===== src/rtl/rx_ten_eight.sv =====
// rtl/rx_ten_eight.sv - 8b/10b UART receiver: line sync, mid-bit sampling, 10b group decode
module rx_ten_eight (
    input  logic        clk,
    input  logic        rst,
    input  logic        en,
    input  logic [19:0] baud,
    input  logic        rx_in,
    output logic        rx_valid,
    output logic [7:0]  dout,
    output logic        k_out,
    output logic        code_err,
    output logic        frame_err,
    output logic [9:0]  rx_d,
    output logic        rx_busy
);

    typedef enum logic [2:0] {IDLE, START, DATA, STOP, DONE} state_t;

    state_t      state, state_nx;
    logic        sync1, rx_s, rx_s_q;
    logic [19:0] bl, bl_in, baud_cnt;
    logic [3:0]  bit_cnt;
    logic [9:0]  sh;
    logic        start_edge, expire;

    logic [5:0]  six;
    logic [3:0]  four;
    logic [4:0]  v5;
    logic [2:0]  v3;
    logic        ok6, ok4, is_k, dec_err;

    assign bl_in      = (baud < 20'd2) ? 20'd2 : baud;
    assign expire     = (baud_cnt == 20'd1);
    assign start_edge = rx_s_q & ~rx_s & en & (state == IDLE);
    assign rx_valid   = (state == DONE);
    assign rx_busy    = (state != IDLE);

    always_comb begin
        state_nx = state;
        case (state)
            IDLE:    if (start_edge) state_nx = START;
            START:   if (expire) state_nx = rx_s ? IDLE : DATA;
            DATA:    if (expire && bit_cnt == 4'd9) state_nx = STOP;
            STOP:    if (expire) state_nx = DONE;
            DONE:    state_nx = IDLE;
            default: state_nx = IDLE;
        endcase
        if (!en) state_nx = IDLE;
    end

    always_ff @(posedge clk or negedge rst) begin
        if (!rst) begin
            state     <= IDLE;
            sync1     <= 1'b1;
            rx_s      <= 1'b1;
            rx_s_q    <= 1'b1;
            bl        <= 20'd0;
            baud_cnt  <= 20'd0;
            bit_cnt   <= 4'd0;
            sh        <= 10'd0;
            dout      <= 8'h00;
            k_out     <= 1'b0;
            code_err  <= 1'b0;
            frame_err <= 1'b0;
            rx_d      <= 10'h000;
        end else begin
            sync1  <= rx_in;
            rx_s   <= sync1;
            rx_s_q <= rx_s;
            state  <= state_nx;
            case (state)
                IDLE: if (start_edge) begin
                    bl       <= bl_in;
                    baud_cnt <= bl_in >> 1;
                end
                START: if (expire) begin
                    baud_cnt <= bl;
                    bit_cnt  <= 4'd0;
                end else begin
                    baud_cnt <= baud_cnt - 20'd1;
                end
                DATA: if (expire) begin
                    sh[bit_cnt] <= rx_s;
                    bit_cnt     <= bit_cnt + 4'd1;
                    baud_cnt    <= bl;
                end else begin
                    baud_cnt <= baud_cnt - 20'd1;
                end
                // Results land on entry to DONE so they are valid alongside the pulse
                STOP: if (expire) begin
                    if (en) begin
                        rx_d      <= sh;
                        dout      <= dec_err ? 8'h00 : {v3, v5};
                        k_out     <= is_k & ~dec_err;
                        code_err  <= dec_err;
                        frame_err <= ~rx_s;
                    end
                end else begin
                    baud_cnt <= baud_cnt - 20'd1;
                end
                default: ;
            endcase
        end
    end

    always_comb begin
        six  = {sh[0], sh[1], sh[2], sh[3], sh[4], sh[5]};
        four = {sh[6], sh[7], sh[8], sh[9]};
        ok6  = 1'b1;
        v5   = 5'd0;
        case (six)
            6'b100111, 6'b011000: v5 = 5'd0;
            6'b011101, 6'b100010: v5 = 5'd1;
            6'b101101, 6'b010010: v5 = 5'd2;
            6'b110001:            v5 = 5'd3;
            6'b110101, 6'b001010: v5 = 5'd4;
            6'b101001:            v5 = 5'd5;
            6'b011001:            v5 = 5'd6;
            6'b111000, 6'b000111: v5 = 5'd7;
            6'b111001, 6'b000110: v5 = 5'd8;
            6'b100101:            v5 = 5'd9;
            6'b010101:            v5 = 5'd10;
            6'b110100:            v5 = 5'd11;
            6'b001101:            v5 = 5'd12;
            6'b101100:            v5 = 5'd13;
            6'b011100:            v5 = 5'd14;
            6'b010111, 6'b101000: v5 = 5'd15;
            6'b011011, 6'b100100: v5 = 5'd16;
            6'b100011:            v5 = 5'd17;
            6'b010011:            v5 = 5'd18;
            6'b110010:            v5 = 5'd19;
            6'b001011:            v5 = 5'd20;
            6'b101010:            v5 = 5'd21;
            6'b011010:            v5 = 5'd22;
            6'b111010, 6'b000101: v5 = 5'd23;
            6'b110011, 6'b001100: v5 = 5'd24;
            6'b100110:            v5 = 5'd25;
            6'b010110:            v5 = 5'd26;
            6'b110110, 6'b001001: v5 = 5'd27;
            6'b001110, 6'b001111, 6'b110000: v5 = 5'd28;
            6'b101110, 6'b010001: v5 = 5'd29;
            6'b011110, 6'b100001: v5 = 5'd30;
            6'b101011, 6'b010100: v5 = 5'd31;
            default:              ok6 = 1'b0;
        endcase
        is_k = (six == 6'b001111) || (six == 6'b110000);
        ok4  = 1'b1;
        v3   = 3'd0;
        // K28 4b codes overlap data codes; the 6b half fixes which disparity column applies
        if (six == 6'b001111) begin
            case (four)
                4'b0100: v3 = 3'd0;
                4'b1001: v3 = 3'd1;
                4'b0101: v3 = 3'd2;
                4'b0011: v3 = 3'd3;
                4'b0010: v3 = 3'd4;
                4'b1010: v3 = 3'd5;
                4'b0110: v3 = 3'd6;
                4'b1000: v3 = 3'd7;
                default: ok4 = 1'b0;
            endcase
        end else if (six == 6'b110000) begin
            case (four)
                4'b1011: v3 = 3'd0;
                4'b0110: v3 = 3'd1;
                4'b1010: v3 = 3'd2;
                4'b1100: v3 = 3'd3;
                4'b1101: v3 = 3'd4;
                4'b0101: v3 = 3'd5;
                4'b1001: v3 = 3'd6;
                4'b0111: v3 = 3'd7;
                default: ok4 = 1'b0;
            endcase
        end else begin
            case (four)
                4'b1011, 4'b0100: v3 = 3'd0;
                4'b1001:          v3 = 3'd1;
                4'b0101:          v3 = 3'd2;
                4'b1100, 4'b0011: v3 = 3'd3;
                4'b1101, 4'b0010: v3 = 3'd4;
                4'b1010:          v3 = 3'd5;
                4'b0110:          v3 = 3'd6;
                4'b1110, 4'b0001, 4'b0111, 4'b1000: v3 = 3'd7;
                default:          ok4 = 1'b0;
            endcase
        end
        dec_err = ~ok6 | ~ok4;
    end

endmodule

===== config.mk =====
export PLATFORM = sky130hd
export DESIGN_NAME = rx_ten_eight
export DESIGN_NICKNAME = d
export VERILOG_FILES = /design/src/rtl/rx_ten_eight.sv
export SDC_FILE = /design/constraint.sdc
export NUM_CORES = 1
export LEC_CHECK = 0
export ABC_AREA = 1
export BUFFER_PORTS_ARGS = -buffer_cell sky130_fd_sc_hd__buf_4
export CAP_MARGIN = 0
export CORE_AREA = 8 8 119 110
export CTS_BUF_LIST = sky130_fd_sc_hd__clkbuf_4 sky130_fd_sc_hd__clkbuf_8
export DETAILED_ROUTE_END_ITERATION = 8
export DIE_AREA = 0 0 127 118
export PLACE_DENSITY = 0.71
export SYNTH_ARGS = -nofsm -noshare
export SYNTH_HDL_FRONTEND = slang
export SYNTH_SLANG_ARGS = --single-unit

===== constraint.sdc =====
create_clock -name clk -period 2.55 [get_ports clk]
set_clock_uncertainty 0.1 [all_clocks]
set_input_delay 0.255 -clock clk [delete_from_list [all_inputs] [get_ports clk]]
set_output_delay 0.255 -clock clk [all_outputs]
set_load 0.1 [all_outputs]

==> summary.md <==
| Metric | Value |
|---|---|
| Slowest-stage cell, CP | dfrtp_1 |
| Post-synth EDFFs | 0 |
| Multi-input gate area | 0.00299 sq mm |
| Crit-path max FO | 12 |
| Switch Pwr | 2.06 mW |
| Reg2Reg Setup Slack | 0.34 ns |
| Clock Pin Slew Worst Setup and Hold Paths | 0.10 ns |
| Number of buffers created by CTS | 9 |
| Hold Path Cell Cnt | 3 |
| Fin crit share | 86.8% |
| Dpl ws | 0.363 ns |
| Vias | 5460 |
| Worst min path class | in2reg |
| Power share of the clock group | 20.6% |
| Total Wirelength | 14500 microns |
| First-pass GRT wire length | 24400 microns |
| # fillers | 1107 |
| Largest net degree at the start of global routing | 47 |
| CTS tree | done |
| Die Width | 127 microns |
| Max clock buf depth | 2 |
| Vias in the first global route | 4925 |
| Root buffer cell | clkbuf_8 |
| CP Launch Type | flop |
| Largest delay share family, worst path | simple AND/OR/NAND/NOR gates |
| Synth unique cells | 40 |
| Initial antenna violation count | 0 |
| Pre-Repair DR Iteration Count | 6 |
| Fin Setup TNS | 0 ns |
| Vias per cell | 5.31 |
| Power per Cell Area | 768 mW/mm^2 |
| Worst setup EP type | flop |
| Global route overflow | 0 |
| Postcts setup bufs | 0 |
| Hold path startpoint | baud[18] |
| Fmax | 452 MHz |
| Final setup vio count | 0 |
| Antenna Cells | 0 |
| Combinational cell fraction of total power | 39.7% |
| Mapped Area | 0.00544 sq mm |
| Crit. Startpoint | baud_cnt[1]$_DFFE_PN0P_ |
| CP arrival | 2.36 ns |
| Sequential share of power | 39.7% |
| Gr usage total | 19.8% |
| VDD IR max | 0.685 mV |
| Ys Warns | 0 |
| Routed WL per cell | 14.1 microns |
| Core footprint | 0.0111 sq mm |
| Drt initial violations | 576 |
| Seq/Total Area, Yosys | 37.3% |
| Internal power | 2.72 mW |
| CP cell instances | inv_1 > ha_1 > nand2_1 > nor3_1 > nand3_2 > nand2_1 > nand2_1 > inv_1 > o21ai_0 > nand2_1 > nand2_1 |
| Pleak | 3.25 nW |
| Worst endpoint required time | 2.70 ns |
| Sequential cell area | 0.00203 sq mm |
| Final Slew Violations | 0 |
| IO Port Bufs | 46 |
| Post-synth top flop | dfrtp_1 |
| Drt drc | 0 |
| I/O pins | 47 |
| Status | complete, no violations |
| Routed Antenna Nets | 0 |
| Worst Path Buf+Inv | 2 |
| Routability Congestion | 0.919 |
| Reg2Reg Depth | 11 |
| Hold endpoint | bl[18]$_DFFE_PN0P_ |
| Mapped Cells | 830 |
| CTS HTree Levels | 3 |
| Max-Slew Margin vs Limit | 58.6% |
| Skew-Pair Late Insertion Delay | 0.37 ns |
| Most used cell, CP | nand2_1 |
| FF-to-FF Start | baud_cnt[1]$_DFFE_PN0P_ |
| Layout area overhead | 14.4% |
| Die height | 118 microns |
| MaxCap Viol Count | 0 |
| Post-synth net total | 860 |
| Final nets | 918 |
| Final hold violation count | 0 |
| Minimum clock period | 2.21 ns |
| Initial Util | 49.0% |
| HPWL after detailed placement | 11000 microns |
| Placement Rows | 37 |
| RSZ-0062 raised after global routing | no |
| FF-to-FF End | baud_cnt[9]$_DFFE_PN0P_ |
| Layout cell share with drive strength beyond 1 | 11.2% |
| Async set-reset flop share out of synthesis | 100% |
| Final WS setup | 0.335 ns |
| Critical path class | reg2reg |
| Flip-flop and latch count after synthesis | 81 |
| Sw frac | 43.1% |
| Worst slew pin tran | 0.616 ns |
| Post-Syn Area per Cell | 6.56 sq um |
| Critical path's largest stage delay | 0.39 ns |
| DIE AREA | 0.0150 sq mm |
| # clock sinks | 81 |
==> final cells by class <==
cell class | instances | share of cell area [%]
Timing Repair Buffer | 63 | 8.20
Sequential cell | 81 | 32.6
Tap cell | 136 | 2.73
Inverter | 86 | 5.18
Clock buffer | 10 | 2.11
Multi-Input combinational cell | 647 | 48.0
Clock inverter | 6 | 1.19
==> power groups by stage <==
| stage | clock, mW | combinational (mW) | sequential [mW] |
|---|---|---|---|
| 6_report | 0.985 | 1.90 | 1.90 |
| 5_1_grt | 1.07 | 2.14 | 1.95 |
| 4_1_cts | 1.02 | 1.88 | 1.89 |
| 3_5_place_dp | 0 | 1.86 | 1.91 |
| 3_3_place_gp | 0 | 1.86 | 1.91 |
| 2_1_floorplan | 0 | 1.44 | 1.85 |
==> flip-flops by register name, summed over array words and instances (netlist names), 3 cells and up <==
| signal | count |
|---|---|
| bit_cnt | 4 |
| bl | 20 |
| state | 3 |
| sh | 10 |
| baud_cnt | 20 |
| rx_d | 10 |
| dout | 8 |
==> per-stage QoR <==
step	cell area [sq um]	power (mW)	cells	utilization [%]	hold WS, ns
after floorplan	5450	3.29	830	-	-0.141
after global placement	5920	3.77	1003	53.3	0.147
after detailed placement	5920	3.77	1003	53.3	0.151
after CTS	6230	4.79	1029	56.0	0.00256
after global routing	6230	5.16	1029	56.0	0.0231
final	6230	4.78	1029	56.0	0.0204
==> cells in the mapped netlist (2+ instances only) <==
| cell | number | area, sq um |
|---|---|---|
| dfstp_2 | 3 | 78.8 |
| nand4_1 | 12 | 75.1 |
| nor3_1 | 22 | 110 |
| nand2_2 | 2 | 12.5 |
| o211ai_1 | 4 | 30.0 |
| nand3b_1 | 2 | 15.0 |
| nor2_2 | 9 | 56.3 |
| inv_1 | 84 | 315 |
| a31oi_1 | 3 | 18.8 |
| a21oi_1 | 22 | 110 |
| ha_1 | 6 | 75.1 |
| o21ai_1 | 2 | 10.0 |
| buf_6 | 2 | 22.5 |
| inv_2 | 2 | 7.51 |
| o21ai_0 | 50 | 250 |
| nor2_1 | 132 | 495 |
| nand3_2 | 3 | 30.0 |
| nor2_4 | 3 | 33.8 |
| clkbuf_1 | 4 | 15.0 |
| nor3_2 | 2 | 20.0 |
| buf_2 | 5 | 25.0 |
| nand3_1 | 84 | 420 |
| buf_4 | 4 | 30.0 |
| nand2_1 | 265 | 995 |
| dfrtp_1 | 78 | 1950 |
| xor2_1 | 10 | 87.6 |
| xnor2_1 | 2 | 17.5 |
==> repair_timing <==
| action | CTS | global route |
|---|---|---|
| hold buffers | 10 | 0 |
| gates resized for setup | 0 | 0 |
| endpoints found under the hold margin | 44 | 0 |
==> cell usage in the layout, fill, tap and decap left out, drive strengths merged <==
cell type      n
nand3b         2
inv           88
clkinv         3
ha             6
nor2         144
nand2        267
nand4         12
o21ai         53
dlygate4sd3   10
o2bb2ai        1
o211ai         4
a21oi         22
nand3         88
nor3          25
or2            1
dfstp          3
nor4           1
xor2          10
bufinv         1
buf           53
dfrtp         78
o22ai          1
xnor2          2
nor2b          1
clkbuf        10
o21a           1
and3           1
a31oi          4
a21boi         1
==> per-layer routing <==
layer | track usage, % | up-vias | part of all wire [%]
met1 | 30.2 | 2458 | 51
met4 | 4.75 | 0 | 1.2
met3 | 3.85 | 15 | 7.1
met5 | 0 | - | 0
met2 | 27.8 | 219 | 41
li1 | - | 2768 | -
==> logic make-up (layout without fill, tap and decap cells) <==
group	Yosys count	count (layout)	share of synthesized area (%)
buffers and inverters	102	165	7.88
adder cells (fa/ha/maj)	6	6	1.38
AND/OR/NAND/NOR	542	542	42.7
AO/OA/AOI/OAI	87	87	8.83
flip-flops	81	81	37.3
XOR/XNOR	12	12	1.93
==> how the worst max path moves through the flow <==
| stage | endpoint | slack (ns) | cells past startpoint |
|---|---|---|---|
| 2_1_floorplan | baud_cnt[4]$_DFFE_PN0P_ | 0.50 | 8 |
| 3_3_place_gp | baud_cnt[10]$_DFFE_PN0P_ | 0.38 | 11 |
| 3_5_place_dp | baud_cnt[9]$_DFFE_PN0P_ | 0.36 | 11 |
| 4_1_cts | baud_cnt[9]$_DFFE_PN0P_ | 0.35 | 11 |
| 5_1_grt | baud_cnt[10]$_DFFE_PN0P_ | 0.12 | 11 |
| 6_report | baud_cnt[9]$_DFFE_PN0P_ | 0.34 | 11 |
==> worst reg2reg max path: cells and delay by family, from the launching register on <==
kind	cells	cell delay (ns)
AO/OA/AOI/OAI	1	0.10
flip-flops	1	0.39
adder cells (fa/ha/maj)	1	0.21
AND/OR/NAND/NOR	7	0.96
buffers and inverters	2	0.34
(Power assumes the default switching activity.)
